`src/rtl/accel_tilt_ticker.sv`:
```
// Two-axis tilt ticker: signed accel samples -> thermometer tilt levels and rate-scaled move pulses.
// Optional macro TICKER_FIRST_PULSE_EN: pulse immediately on IDLE->RUN and on a sign flip in RUN.
module accel_tilt_ticker #(
  parameter int unsigned DATA_W      = 9,
  parameter int unsigned NUM_LEVELS  = 4,
  parameter int unsigned BASE_THRESH = 16,
  parameter int unsigned THRESH_STEP = 16,
  parameter int unsigned HYST        = 4,
  parameter int unsigned TICK_DIV    = 100000,
  parameter int unsigned MAX_PERIOD  = 64
) (
  input  logic                         clk,
  input  logic                         reset,
  input  logic signed [DATA_W-1:0]     accel_x_in,
  input  logic signed [DATA_W-1:0]     accel_y_in,
  input  logic        [15:0]           settings,
  output logic        [NUM_LEVELS-1:0] x_thresh_level,
  output logic        [NUM_LEVELS-1:0] y_thresh_level,
  output logic        [3:0]            move_pulses
);

  localparam int unsigned MAG_W = DATA_W - 1;
  localparam int unsigned THR_W = DATA_W + 3;
  localparam int unsigned LVL_W = $clog2(NUM_LEVELS + 1);
  localparam int unsigned CNT_W = $clog2(MAX_PERIOD + 1);
  localparam int unsigned DIV_W = $clog2(TICK_DIV + 1);

`ifdef TICKER_FIRST_PULSE_EN
  localparam logic FIRST_PULSE = 1'b1;
`else
  localparam logic FIRST_PULSE = 1'b0;
`endif

  typedef enum logic {IDLE, RUN} state_t;

  logic [DIV_W-1:0]         div_q, div_d;
  logic                     tick_c;
  logic signed [DATA_W-1:0] samp_q [2];
  logic signed [DATA_W-1:0] samp_d [2];
  logic                     upd_q, upd_d;
  state_t                   state_q [2];
  state_t                   state_d [2];
  logic [LVL_W-1:0]         lvl_q [2];
  logic [LVL_W-1:0]         lvl_d [2];
  logic [CNT_W-1:0]         cnt_q [2];
  logic [CNT_W-1:0]         cnt_d [2];
  logic                     dir_q [2];
  logic                     dir_d [2];
  logic [NUM_LEVELS-1:0]    therm_x_q, therm_x_d, therm_y_q, therm_y_d;
  logic [3:0]               pulses_q, pulses_d;

  logic signed [DATA_W-1:0] val_c [2];
  logic                     neg_c [2];
  logic [MAG_W-1:0]         mag_c [2];
  logic [LVL_W-1:0]         nl_c  [2];
  logic [CNT_W-1:0]         per_c [2];
  logic [1:0]               fire_c;
  logic [CNT_W:0]           cnt_inc_c;
  logic                     unused_settings;

  assign unused_settings = ^settings[15:4];

  // Negation that maps the most-negative code onto the most-positive one.
  function automatic logic signed [DATA_W-1:0] sat_neg(input logic signed [DATA_W-1:0] v);
    if (v == {1'b1, {(DATA_W-1){1'b0}}}) return {1'b0, {(DATA_W-1){1'b1}}};
    return -v;
  endfunction

  function automatic logic [MAG_W-1:0] mag_of(input logic signed [DATA_W-1:0] v);
    logic signed [DATA_W-1:0] n;
    n = sat_neg(v);
    if (v[DATA_W-1]) return n[MAG_W-1:0];
    return v[MAG_W-1:0];
  endfunction

  function automatic logic [THR_W-1:0] thresh(input int unsigned k, input logic [1:0] s);
    logic [THR_W-1:0] t;
    t = THR_W'(BASE_THRESH + (k - 1) * THRESH_STEP) >> s;
    if (t == '0) t = THR_W'(1);
    return t;
  endfunction

  // New level: rise immediately, hold within hysteresis, otherwise fall to the raw count.
  function automatic logic [LVL_W-1:0] next_level(input logic [MAG_W-1:0] mag,
                                                 input logic [LVL_W-1:0] cur,
                                                 input logic [1:0]       s);
    logic [LVL_W-1:0] up;
    logic [THR_W-1:0] mag_e;
    up    = '0;
    mag_e = THR_W'(mag);
    for (int unsigned k = 1; k <= NUM_LEVELS; k++) begin
      if (mag_e >= thresh(k, s)) up = up + LVL_W'(1);
    end
    if (up > cur) return up;
    if (cur != '0 && (mag_e + THR_W'(HYST)) >= thresh(32'(cur), s)) return cur;
    return up;
  endfunction

  function automatic logic [CNT_W-1:0] period_of(input logic [LVL_W-1:0] lvl);
    int unsigned p;
    if (lvl == '0) p = MAX_PERIOD;
    else           p = MAX_PERIOD >> (32'(lvl) - 32'd1);
    if (p == 0) p = 1;
    return CNT_W'(p);
  endfunction

  function automatic logic [NUM_LEVELS-1:0] therm(input logic [LVL_W-1:0] lvl);
    logic [NUM_LEVELS-1:0] t;
    for (int unsigned k = 0; k < NUM_LEVELS; k++) t[k] = (32'(lvl) > k);
    return t;
  endfunction

  // Tick divider and sample capture.
  always_comb begin
    tick_c = (div_q == DIV_W'(TICK_DIV - 1));
    div_d  = tick_c ? '0 : div_q + DIV_W'(1);
    upd_d  = tick_c;
    samp_d[0] = tick_c ? accel_x_in : samp_q[0];
    samp_d[1] = tick_c ? accel_y_in : samp_q[1];
  end

  // Per-axis inversion, magnitude, level and period for the pending update.
  always_comb begin
    for (int a = 0; a < 2; a++) begin
      val_c[a] = settings[2+a] ? sat_neg(samp_q[a]) : samp_q[a];
      neg_c[a] = val_c[a][DATA_W-1];
      mag_c[a] = mag_of(val_c[a]);
      nl_c[a]  = next_level(mag_c[a], lvl_q[a], settings[1:0]);
      per_c[a] = period_of(nl_c[a]);
    end
  end

  // Pulse FSM next-state and outputs.
  always_comb begin
    state_d   = state_q;
    lvl_d     = lvl_q;
    cnt_d     = cnt_q;
    dir_d     = dir_q;
    therm_x_d = therm_x_q;
    therm_y_d = therm_y_q;
    pulses_d  = '0;
    fire_c    = '0;
    cnt_inc_c = '0;
    if (upd_q) begin
      for (int a = 0; a < 2; a++) begin
        cnt_inc_c = (CNT_W+1)'(cnt_q[a]) + (CNT_W+1)'(1);
        case (state_q[a])
          IDLE: begin
            if (nl_c[a] != '0) begin
              state_d[a] = RUN;
              cnt_d[a]   = '0;
              fire_c[a]  = FIRST_PULSE;
            end
          end
          RUN: begin
            if (nl_c[a] == '0) begin
              state_d[a] = IDLE;
              cnt_d[a]   = '0;
            end else if (neg_c[a] != dir_q[a]) begin
              cnt_d[a]  = '0;
              fire_c[a] = FIRST_PULSE;
            end else if (cnt_inc_c >= (CNT_W+1)'(per_c[a])) begin
              cnt_d[a]  = '0;
              fire_c[a] = 1'b1;
            end else begin
              cnt_d[a] = cnt_q[a] + CNT_W'(1);
            end
          end
          default: state_d[a] = IDLE;
        endcase
        lvl_d[a]        = nl_c[a];
        dir_d[a]        = neg_c[a];
        pulses_d[2*a]   = fire_c[a] & ~neg_c[a];
        pulses_d[2*a+1] = fire_c[a] & neg_c[a];
      end
      therm_x_d = therm(nl_c[0]);
      therm_y_d = therm(nl_c[1]);
    end
  end

  always_ff @(posedge clk or negedge reset) begin
    if (!reset) begin
      div_q     <= '0;
      upd_q     <= 1'b0;
      therm_x_q <= '0;
      therm_y_q <= '0;
      pulses_q  <= '0;
      for (int a = 0; a < 2; a++) begin
        samp_q[a]  <= '0;
        state_q[a] <= IDLE;
        lvl_q[a]   <= '0;
        cnt_q[a]   <= '0;
        dir_q[a]   <= 1'b0;
      end
    end else begin
      div_q     <= div_d;
      upd_q     <= upd_d;
      therm_x_q <= therm_x_d;
      therm_y_q <= therm_y_d;
      pulses_q  <= pulses_d;
      for (int a = 0; a < 2; a++) begin
        samp_q[a]  <= samp_d[a];
        state_q[a] <= state_d[a];
        lvl_q[a]   <= lvl_d[a];
        cnt_q[a]   <= cnt_d[a];
        dir_q[a]   <= dir_d[a];
      end
    end
  end

  assign x_thresh_level = therm_x_q;
  assign y_thresh_level = therm_y_q;
  assign move_pulses    = pulses_q;

endmodule

```
`config.mk`:
```
export PLATFORM = sky130hd
export DESIGN_NAME = accel_tilt_ticker
export DESIGN_NICKNAME = d
export VERILOG_FILES = /design/src/rtl/accel_tilt_ticker.sv
export SDC_FILE = /design/constraint.sdc
export NUM_CORES = 1
export LEC_CHECK = 0
export ABC_AREA = 1
export BUFFER_PORTS_ARGS = -buffer_cell sky130_fd_sc_hd__buf_2
export CAP_MARGIN = 20
export CORE_ASPECT_RATIO = 1.1
export CORE_MARGIN = 2
export CORE_UTILIZATION = 55
export CTS_CLUSTER_DIAMETER = 100
export DETAILED_ROUTE_END_ITERATION = 7
export GPL_TIMING_DRIVEN = 1
export PLACE_DENSITY = 0.73
export SLEW_MARGIN = 20
export SYNTH_ARGS = -nofsm -noshare
export SYNTH_HDL_FRONTEND = slang
export SYNTH_SLANG_ARGS = --single-unit
```
`constraint.sdc`:
```
create_clock -name clk -period 8.9 [get_ports clk]
set_input_delay 0.445 -clock clk [delete_from_list [all_inputs] [get_ports clk]]
set_output_delay 0.445 -clock clk [all_outputs]
set_load 0.03 [all_outputs]
```
==> results summary <==
The net switching power came out at 413 µW. Of all cell types, the one taking the most synthesized area is sky130_fd_sc_hd__dfrtp_1. Once detailed placement completed, the half-perimeter wirelength came to 12.2 mm. The cell sitting at the root of the clock tree is a sky130_fd_sc_hd__clkbuf_16. The share of total power dissipated in combinational logic is 38.8%.

In this run the cell area of the synthesized design comes to 7740 µm². The finished cells cover 8580 µm². The number of global-route vias before repair is 6336. Of the total synthesized cell area, the portion taken by full adders, half adders and majority gates is 18.3%. Relative to the synthesized area, the layout overhead comes to 10.8%. The met2 demand-to-capacity share in global routing came out at 36.5%. The worst setup path is captured at a flop. The power density of the placed cells came out at 133 nW/µm². The number of antenna violations at the first check in global routing is 0. The worst setup margin is 0.732 ns. Cell internal power was estimated by the tool at 731 µW. After detailed routing, the average wire length per cell comes to 11.8 µm. The post-layout net count is 1300. The worst slew slack as a fraction of its limit is 40.4%. The number of remaining DRC errors came out at 0. The signal arrival time at the worst endpoint is 8.45 ns.

The average footprint of a synthesized cell came out at 7.00 µm². The worst voltage drop across the vdd grid is 119 µV. Static timing analysis puts the maximum clock frequency at 0.122 GHz. The fraction of the mapped netlist area in simple logic gates is 34.0%.

Global routing used 29.8% of the available met1 tracks. In this run the deepest clock path goes through 2 buffers. Yosys attributes the largest share of cell area to sky130_fd_sc_hd__dfrtp_1 (23%), sky130_fd_sc_hd__ha_1 (18%), sky130_fd_sc_hd__nand2_1 (13%). The pin slew with the least headroom to its limit is 0.893 ns. The later pin in the worst-skew pair is clocked with a latency of 0.34 ns. Counting flops with a built-in enable in the synthesized netlist gives 0.

The number of detailed-route iterations in the first pass came out at 5. In this run, distinct cell masters in the synthesized netlist total 54. The total number of H-tree levels is 3.

In this run the standard cell core region covers 13800 µm². The routability congestion estimate from global placement came out at 0.860. The worst setup path category is reg2reg. The pin count of the biggest net entering global routing is 73. The most prevalent standard cell on the critical path is sky130_fd_sc_hd__nand2_1. Measured along the x axis, the die boundary spans 117 µm. The sum of routed wire length over all layers is 15.8 mm. The average vias per placed instance came out at 5.18.

The combinational family with the most area after synthesis is simple AND/OR/NAND/NOR gates. The pre-CTS setup slack came out at 0.391 ns. Ranked by instance count, the synthesized netlist is headed by sky130_fd_sc_hd__nand2_1 (258), sky130_fd_sc_hd__inv_1 (167), sky130_fd_sc_hd__ha_1 (113). The number of nets still failing antenna checks after routing is 0. The die extent in y came out at 128 µm. The number of buffers created by CTS came out at 9. The worst path uses 91.8% of the clock period. The core occupancy in the finished layout came out at 62.2%.

The cell row count came out at 45. Hold repair after CTS inserted 0 buffers. Sequential cells were found to cover 23.3% of the synthesized design area. Across all layers, the routed design uses 6964 vias. The final hold violation count is 0. The share of the synthesized area in the top cell type came out at 23.3%. The static leakage power is 4.57 nW. The I/O pin total came out at 48.

The number of warning messages in the yosys log is 0. The clock edge transition at the registers on the reported setup and hold paths is 0.06 ns. Clock tree synthesis found a total of 72 sinks.

The maximum net fanout on the critical path is 7. The flow ran to the end, and the final reports show no timing, DRC or antenna violations. The share of layout cells above drive strength 1 is 14.9%. The critical path's largest stage delay is 0.40 ns. The initial DRC count came out at 289.

The critical-path cell with the highest stage delay is sky130_fd_sc_hd__dfrtp_1. The layer carrying the most global-route usage is met2. sky130_fd_sc_hd__nand2_1 is the most common cell in the netlist. The tool flagged a number of max-cap violations equal to 0.

The sequential share of power came out at 28.6%. For this run, the leading register cell type out of synthesis is sky130_fd_sc_hd__dfrtp_1. The multiplexer area fraction after synthesis is 0%. Summing all placed instances gives a cell area of 8120 µm². The global-route usage over all layers came out at 22.1%. The number of register bits inferred by synthesis came out at 72.

The die covers 15000 µm². The required time of the worst setup path came out at 9.18 ns. After global routing the overflow that remains totals 0. The total setup violations reported at the end of the flow is 0.

The final hold slack is 0.225 ns. The number of diodes added for antenna fixing came out at 0. The sum of negative setup slack came out at 0 ns. For the final database, setup skew stands at 0.00821 ns. The part of the power in the clock network came out at 32.6%. The switching power as a share of total power came out at 36.1%. The worst min-delay path category is in2async. The count of input and output buffers came out at 35. The CTS tree is done. For met3 alone, demand over resource in global routing was 3.20%. The synthesized netlist devotes 10.8% of its cell area to compound gates. The synthesized instance count is 1106. The max-slew violation count came out at 0. The xor and xnor area share after synthesis came out at 3.62%. STA classifies the critical path startpoint as a flop.

The share of flip-flops with an asynchronous set or reset after synthesis came out at 100%. The first global-routing pass estimated 27.5 mm of wire. The smallest clock period supported by the final layout is computed as 8.17 ns. The initial cell density of the core came out at 56.1%.
==> path summary, 6_finish.rpt <==
| kind | start | to | slack [ns] | depth (start not counted) |
|---|---|---|---|---|
| worst max-delay path | samp_q[9]$_DFFE_PN0P_ | cnt_q[11]$_DFFE_PN0P_ | 0.73 | 62 |
| worst min-delay path | reset | div_q[10]$_DFF_PN0_ | 0.23 | 1 |
| worst max register to register | samp_q[9]$_DFFE_PN0P_ | cnt_q[11]$_DFFE_PN0P_ | 0.73 | 62 |
| worst min register to register | div_q[0]$_DFF_PN0_ | div_q[0]$_DFF_PN0_ | 0.47 | 1 |
| max in group asynchronous | reset | cnt_q[0]$_DFFE_PN0P_ | 8.08 | 1 |
| min in group clk | accel_x_in[8] | samp_q[17]$_DFFE_PN0P_ | 0.30 | 3 |
==> layout by cell type (no fill, tap or decap), drive strengths merged, types with 4 or more instances in the layout <==
cell / count
o21a: 7
nand2: 291
nor3: 17
a21boi: 5
o211ai: 4
xnor2: 4
xor2: 28
clkinv: 6
inv: 178
o21ai: 61
nor4: 5
a21oi: 40
ha: 113
nand4: 25
nand3: 97
buf: 49
nand3b: 8
clkbuf: 11
nor2: 104
dfrtp: 72
==> stage by stage <==
step / std cells / power [mW]
4_1_cts: 1336 / 1.12
5_1_grt: 1344 / 1.23
6_report: 1344 / 1.14
2_1_floorplan: 1107 / 0.654
3_3_place_gp: 1320 / 0.733
3_5_place_dp: 1320 / 0.743
==> state kept, by name, indices dropped and copies added (netlist names), 2 cells and up <==
signal	cells
x_thresh_level	4
dir_q	2
cnt_q	14
move_pulses	4
y_thresh_level	4
div_q	17
samp_q	18
lvl_q	6
state_q	2
==> power by group through the flow <==
| stage | Combinational, mW | Sequential, mW | Clock, mW |
|---|---|---|---|
| floorplan | 0.321 | 0.333 | 0 |
| global placement | 0.400 | 0.333 | 0 |
| detailed placement | 0.410 | 0.333 | 0 |
| CTS | 0.415 | 0.327 | 0.379 |
| global route | 0.509 | 0.327 | 0.396 |
| finish | 0.444 | 0.327 | 0.373 |
==> layer usage <==
| layer | share of wire (%) | vias up |
|---|---|---|
| li1 | - | 3685 |
| met1 | 49 | 3167 |
| met2 | 47 | 96 |
| met3 | 2.6 | 16 |
| met4 | 1.7 | 0 |
| met5 | 0 | - |
==> critical path: cells and delay by family (launching register included) <==
kind,cells,cell delay (ns)
buffers and inverters,15,1.20
AO/OA/AOI/OAI,13,1.85
AND/OR/NAND/NOR,25,2.49
adder cells (fa/ha/maj),9,2.17
flip-flops,1,0.40
==> cells by family after synthesis <==
logic type,count (synthesis)
xor+xnor,32
compound gates,137
flops,72
buf+inv,198
simple gates,553
fa+ha+maj,113
other cells,1
==> what timing repair did <==
action,4_1_cts,5_1_grt
buffers inserted,0,7
resized for setup,0,29
endpoints found under the setup margin,0,18
endpoints found under the hold margin,0,0
==> final cells by class <==
type | count | area, µm²
timing repair buffer | 49 | 290
sequential | 72 | 1800
tap | 188 | 235
inverter | 182 | 687
clock buffer | 11 | 253
clock inverter | 5 | 55.1
multi-input combinational | 837 | 5260
fill | 1312 | 5220
No activity file was read; power rests on OpenSTA's default activity.
